File: src/rtl/can_pkg.sv
// Shared types, field lengths and helper functions for the CAN field sequencer.
// Extended-frame decoding is enabled when CAN_EXT_ID_EN is defined.
package can_pkg;

  // Seventeen field codes need a 5-bit encoding.
  typedef enum logic [4:0] {
    IDLE, ID_A, RTR_SRR, IDE, ID_B, RTR, R1, R0, DLC, DATA,
    CRC, CRC_DEL, ACK_SLOT, ACK_DEL, EOF, IFS, ERR_WAIT
  } field_t;

  localparam logic [6:0] ID_A_LEN = 7'd11;
  localparam logic [6:0] ID_B_LEN = 7'd18;
  localparam logic [6:0] DLC_LEN  = 7'd4;
  localparam logic [6:0] CRC_LEN  = 7'd15;
  localparam logic [6:0] EOF_LEN  = 7'd7;

  // Payload byte count: remote frames carry no data, DLC above 8 still means 8 bytes.
  function automatic logic [3:0] data_bytes(input logic [3:0] dlc, input logic rtr);
    if (rtr) return 4'd0;
    return (dlc > 4'd8) ? 4'd8 : dlc;
  endfunction

  // Stuff bits are only present from SOF through the end of the CRC sequence.
  function automatic logic in_stuff_region(input field_t f);
    return (f >= ID_A) && (f <= CRC);
  endfunction

  // Successor for fields whose exit does not depend on the received bit.
  function automatic field_t next_seq(input field_t f);
    case (f)
      ID_A:     return RTR_SRR;
      ID_B:     return RTR;
      RTR:      return R1;
      R1:       return R0;
      R0:       return DLC;
      DATA:     return CRC;
      CRC:      return CRC_DEL;
      CRC_DEL:  return ACK_SLOT;
      ACK_SLOT: return ACK_DEL;
      ACK_DEL:  return EOF;
      EOF:      return IFS;
      default:  return IDLE;
    endcase
  endfunction

endpackage

File: src/rtl/can_field_len.sv
// Combinational length lookup (in bits) for the current CAN frame field.
module can_field_len
  import can_pkg::*;
#(
  parameter int IFS_BITS = 3
) (
  input  field_t     field,
  input  logic [3:0] dlc,
  input  logic       rtr,
  output logic [6:0] len
);

  always_comb begin
    // NOTE: default assignment first so no path through the case can infer a latch.
    len = 7'd1;
    case (field)
      ID_A:    len = ID_A_LEN;
      ID_B:    len = ID_B_LEN;
      DLC:     len = DLC_LEN;
      DATA:    len = {data_bytes(dlc, rtr), 3'b000};
      CRC:     len = CRC_LEN;
      EOF:     len = EOF_LEN;
      IFS:     len = 7'(IFS_BITS);
      default: len = 7'd1;
    endcase
  end

endmodule

File: src/rtl/can_field_sequencer.sv
// CAN 2.0 frame-position tracker: advances on sample points, drives field windows.
// Extended identifiers are decoded only when CAN_EXT_ID_EN is defined.
module can_field_sequencer
  import can_pkg::*;
#(
  parameter int IFS_BITS       = 3,
  parameter int IDLE_RECESSIVE = 11
) (
  input  logic       clk,
  input  logic       reset,
  input  logic       sp,
  input  logic       rx_bit,
  input  logic       stuff_bit,
  input  logic       err_in,
  output field_t     field,
  output logic [6:0] bit_cnt,
  output logic       eof_flag_n,
  output logic       crc_flag_n,
  output logic       ack_flag_n,
  output logic       ide,
  output logic       rtr,
  output logic [3:0] dlc,
  output logic       frame_done
);

  localparam logic [6:0] REC_LAST = 7'(IDLE_RECESSIVE - 1);

  logic [6:0] len;
  logic       consume;
  logic       last;
  logic [3:0] dlc_next;

  can_field_len #(.IFS_BITS(IFS_BITS)) u_len (
    .field (field),
    .dlc   (dlc),
    .rtr   (rtr),
    .len   (len)
  );

  assign consume  = sp && !(stuff_bit && in_stuff_region(field));
  assign last     = (bit_cnt == len - 7'd1);
  // DLC arrives MSB first; the final bit completes the value used for the DATA decision.
  assign dlc_next = {dlc[2:0], rx_bit};

  // NOTE: reset is in the sensitivity list so it takes effect without waiting for a clock edge.
  always_ff @(posedge clk or posedge reset) begin
    if (reset) begin
      field      <= IDLE;
      bit_cnt    <= '0;
      rtr        <= 1'b0;
      dlc        <= '0;
      frame_done <= 1'b0;
`ifdef CAN_EXT_ID_EN
      ide        <= 1'b0;
`endif
    end else begin
      // NOTE: non-blocking assignments throughout; later assignments override the defaults.
      frame_done <= 1'b0;
      if (sp && err_in && field != IDLE && field != ERR_WAIT) begin
        field   <= ERR_WAIT;
        bit_cnt <= '0;
      end else if (consume) begin
        bit_cnt <= bit_cnt + 7'd1;
        case (field)
          IDLE: begin
            bit_cnt <= '0;
            if (!rx_bit) field <= ID_A;
          end
          RTR_SRR: begin
            rtr     <= rx_bit;
            field   <= IDE;
            bit_cnt <= '0;
          end
          IDE: begin
            bit_cnt <= '0;
`ifdef CAN_EXT_ID_EN
            ide   <= rx_bit;
            field <= rx_bit ? ID_B : R0;
`else
            field <= rx_bit ? ERR_WAIT : R0;
`endif
          end
`ifdef CAN_EXT_ID_EN
          RTR: begin
            rtr     <= rx_bit;
            field   <= R1;
            bit_cnt <= '0;
          end
`endif
          DLC: begin
            dlc <= dlc_next;
            if (last) begin
              bit_cnt <= '0;
              field   <= (data_bytes(dlc_next, rtr) == 4'd0) ? CRC : DATA;
            end
          end
          IFS: begin
            // A dominant bit in intermission is an overload condition.
            if (!rx_bit) begin
              field   <= ERR_WAIT;
              bit_cnt <= '0;
            end else if (last) begin
              field      <= IDLE;
              bit_cnt    <= '0;
              frame_done <= 1'b1;
            end
          end
          ERR_WAIT: begin
            if (!rx_bit) begin
              bit_cnt <= '0;
            end else if (bit_cnt == REC_LAST) begin
              field   <= IDLE;
              bit_cnt <= '0;
            end
          end
          default: begin
            if (last) begin
              field   <= next_seq(field);
              bit_cnt <= '0;
            end
          end
        endcase
      end
    end
  end

`ifndef CAN_EXT_ID_EN
  assign ide = 1'b0;
`endif

  assign eof_flag_n = (field != EOF);
  assign crc_flag_n = (field != CRC);
  assign ack_flag_n = !((field == ACK_SLOT) || (field == ACK_DEL));

endmodule

File: config.mk
export PLATFORM = sky130hd
export DESIGN_NAME = can_field_sequencer
export DESIGN_NICKNAME = d
export VERILOG_FILES = /design/src/rtl/can_pkg.sv /design/src/rtl/can_field_len.sv /design/src/rtl/can_field_sequencer.sv
export SDC_FILE = /design/constraint.sdc
export NUM_CORES = 1
export LEC_CHECK = 0
export CELL_PAD_IN_SITES_DETAIL_PLACEMENT = 0
export CELL_PAD_IN_SITES_GLOBAL_PLACEMENT = 1
export CORE_MARGIN = 2
export CORE_UTILIZATION = 29
export CTS_BUF_LIST = sky130_fd_sc_hd__clkbuf_16
export DETAILED_ROUTE_END_ITERATION = 6
export HOLD_SLACK_MARGIN = 0.12
export MAX_ROUTING_LAYER = met4
export PLACE_DENSITY_LB_ADDON = 0.1
export SYNTH_ARGS = -nofsm -noshare
export SYNTH_HDL_FRONTEND = slang
export SYNTH_SLANG_ARGS = --single-unit
File: constraint.sdc
create_clock -name clk -period 3.8 [get_ports clk]
set_input_delay 0.76 -clock clk [delete_from_list [all_inputs] [get_ports clk]]
set_output_delay 0.76 -clock clk [all_outputs]
set_load 0.05 [all_outputs]
==> PnR_summary.wiki <==
{| class="wikitable"
! Metric !! Value
|-
| Outcome || finished clean
|-
| Final Cell Area || around 2100 µm²
|-
| Placement Cell Area || approximately 2000 µm²
|-
| Die outline area || around 6600 µm²
|-
| End of the worst register-to-register path || field[1]
|-
| Minimum setup slack among reg-to-reg paths || 0.36 ns
|-
| Final weighted congestion of routability-driven global placement || around 0.77
|-
| RSZ-0062 raised after global routing || no
|-
| Number of global-route vias before repair || between 1500 and 2000
|-
| Maximum ir drop on the vdd rail || 312 µV
|-
| Required time at the worst-slack endpoint || between 3 and 4 ns
|-
| Layout Utilization || 0.364
|-
| Iteration count of the initial detailed-routing pass || 4
|-
| Worst Path Class, Setup || reg2reg
|-
| Number of pins with negative max-slew slack in the final report || 0
|-
| Diode insertion count for antenna repair || 0
|-
| Clock tree skew after final layout || 0.00153 ns
|-
| Area leader, netlist || dfrtp_1
|-
| Sum of routed wire length over all layers || around 5.1 mm
|-
| Core box area || 5850 µm²
|-
| Worst setup slack after layout || 0.362 ns
|-
| R2r worst-path depth || 10
|-
| Count of final hold-check violations || 0
|-
| Number of sinks on the clock net || 18
|-
| Number of clock buffers inserted by TritonCTS || 3
|-
| Async S/R FF share, synth || 1.00
|-
| F_max || a little under 0.3 GHz
|-
| Number of antenna violations at the first check in global routing || 0
|-
| Final setup violation count || 0
|-
| Actual slew at the worst max-slew pin || 0.738 ns
|-
| # hold bufs at CTS || 0
|-
| Net count after synthesis || about 230
|-
| Clock latency on the worst-skew pair || 0.25 ns
|-
| Routed WL per cell || roughly 16 µm
|-
| CP Launch Point || field[1]
|-
| Number of ports placed on the die boundary || 28
|-
| Drt initial violations || about 100
|-
| Post_cts resized || 0
|-
| TritonCTS clock tree || done
|-
| Category of the worst setup path capture point || flop
|-
| Number of synthesized flops with an enable pin || 0
|-
| Top fanout value on the critical path || 9
|-
| Area grow syn2layout || 22.6%
|-
| Final Critical Period || about 3.4 ns
|-
| HPWL reported at the end of detailed placement || between 3 and 4 mm
|-
| Number of standard cells after synthesis || between 200 and 250
|-
| Start point of the worst min-delay path || dlc[3]
|-
| Area fraction of the dominant cell type after synthesis || 0.260
|-
| Number of warnings printed during yosys synthesis || 0
|-
| Count of cells along the worst hold path || 1
|-
| Most area-consuming cells after synthesis || dfrtp_1 (26%), ha_1 (6.5%), nand2_1 (6.1%), o21ai_0 (4.0%), nor3_1 (3.2%)
|-
| Number of levels in the clock H-tree || 1
|-
| Clk root buf || clkbuf_16
|-
| Starting Density || 0.297
|-
| Core Rows || 28
|-
| Synth cell types || 52
|-
| Number of DRC violations after detailed routing || 0
|-
| Final critical-path share of the clock period || 0.905
|-
| Synth Flop Type || dfrtp_1
|-
| Vias after detailed routing || ~1700
|-
| Startpoint class of the critical path || flop
|-
| Largest net degree at the start of global routing || 26
|-
| Dpl ws || between 0.3 and 0.4 ns
|-
| Flip-flop and latch count after synthesis || 18
|-
| Nets || between 200 and 300
|-
| Total negative slack for setup checks || 0 ns
|-
| Aggregate global-route resource usage || 0.172
|-
| Number of port buffers || 26
|-
| Share of synthesized area occupied by flip-flops and latches || 0.260
|-
| Clock transition at the registers of the reported paths || approximately 0.06 ns
|-
| Aggregate global routing overflow || 0
|-
| Hold endpoint || dlc[3]
|-
| X dimension of the die || 81.4 µm
|-
| Overall die height || around 80 µm
|-
| Number of violations of the max-capacitance limit || 0
|-
| Share of layout cells above drive strength 1 || 0.0588
|-
| Netlist area before placement || 1740 µm²
|-
| Leakage power || slightly below 0.9 nW
|-
| Syn_area_per_cell || a little under 8 µm²
|-
| Reg2Reg Launch Point || field[1]
|-
| Data arrival, critical path || between 3 and 4 ns
|-
| Maximum number of buffers from clock root to sink || 2
|-
| Number of nets with antenna violations after detailed routing || 0
|-
| Global-route wire length before repair || 8.54 mm
|-
| Postcts setup bufs || 0
|-
| Drt via density || ~5.3
|-
| Power per unit of standard cell area || 684 nW/µm²
|-
| Worst Hold Class || reg2reg
|-
| Max-slew headroom || 0.508
|}
[cells in the final DEF, fill, tap and decap left out, drive strengths merged, types with 7 or more instances in the layout]
master and count:
nand2 29, clkdlybuf4s50 26, dfrtp 18, o21ai 16
nor2 12, inv 11, nor3 11, nand3 9
ha 9, a21o 7
[cell usage after synthesis (3+ instances only)]
library cell / number
a21o_1: 6
nor2_1: 12
o2111ai_1: 3
xor2_1: 3
clkbuf_1: 9
dfrtp_1: 18
buf_2: 3
inv_1: 11
xnor2_1: 3
nor3_1: 11
or2_2: 3
or3_1: 4
a21oi_1: 5
and2_1: 4
ha_1: 9
nand3_1: 9
mux2_1: 3
mux2i_1: 4
nand2b_1: 5
nor2b_1: 4
a221oi_1: 5
nand2_1: 28
nand4bb_1: 3
a31oi_1: 3
o211ai_1: 3
o21ai_0: 14
[through the flow]
step | cells | hold WS [ns] | total power [mW]
floorplan | 219 | 0.699 | 0.974
global placement | 309 | 0.557 | 1.26
detailed placement | 309 | 0.592 | 1.24
CTS | 313 | 0.605 | 1.46
global route | 313 | 0.633 | 1.57
finish | 313 | 0.603 | 1.45
[cell families (layout without fill, tap and decap cells)]
logic type	count (synthesis)	count (layout)	share of synthesized area
flip-flops	18	18	0.260
adder cells (fa/ha/maj)	9	9	0.0649
buffers and inverters	24	43	0.0562
AND/OR/NAND/NOR	99	99	0.311
multiplexers	9	9	0.0555
XOR/XNOR	6	6	0.0303
other	1	1	0.00216
AO/OA/AOI/OAI	53	53	0.220
[cell type report]
type                    instances  area, µm²
clock buffers                   3       75.1
clock inverters                 1       3.75
fillers                       616       3720
inverters                      11       41.3
multi-input cells             177       1190
flip-flops and latches         18        450
well taps                      75       93.8
repair buffers                 28        275
[critical path, stage by stage, from the launching register on]
cell and delay [ns]:
dfrtp_1 0.48, inv_1 0.15, ha_1 0.33, nand4bb_1 0.16, or3_1 0.37, or3_1 0.34
o211a_1 0.21, o31a_1 0.33, o31ai_4 0.48, nand2_4 0.10, a311o_1 0.36
[flip-flops by register name, summed over array words and instances (netlist names)]
name,count
bit_cnt,7
field,5
dlc,4
frame_done,1
rtr,1
[how the worst max path moves through the flow]
stage               endpoint  slack [ns]  depth (start not counted)
floorplan           field[0]        0.36                         10
detailed placement  field[1]        0.35                         10
global placement    field[1]        0.33                         10
CTS                 field[1]        0.34                         10
finish              field[1]        0.36                         10
global route        field[1]        0.12                         10
[metal layers]
metal / GRT usage / part of all wire
met1: 0.230 / 0.48
met2: 0.282 / 0.49
met3: 0.0256 / 0.024
met4: 0.0220 / 0.0043
met5: - / 0
[where the power goes]
group / switching [mW] / leakage, nW / total [mW] / internal [mW]
combinational: 0.586 / 0.606 / 0.916 / 0.330
sequential: 0.0927 / 0.241 / 0.318 / 0.225
clock: 0.0803 / 0.0385 / 0.221 / 0.140
total: 0.759 / 0.886 / 1.45 / 0.696
Note: power is estimated with default switching activity, not from simulation.
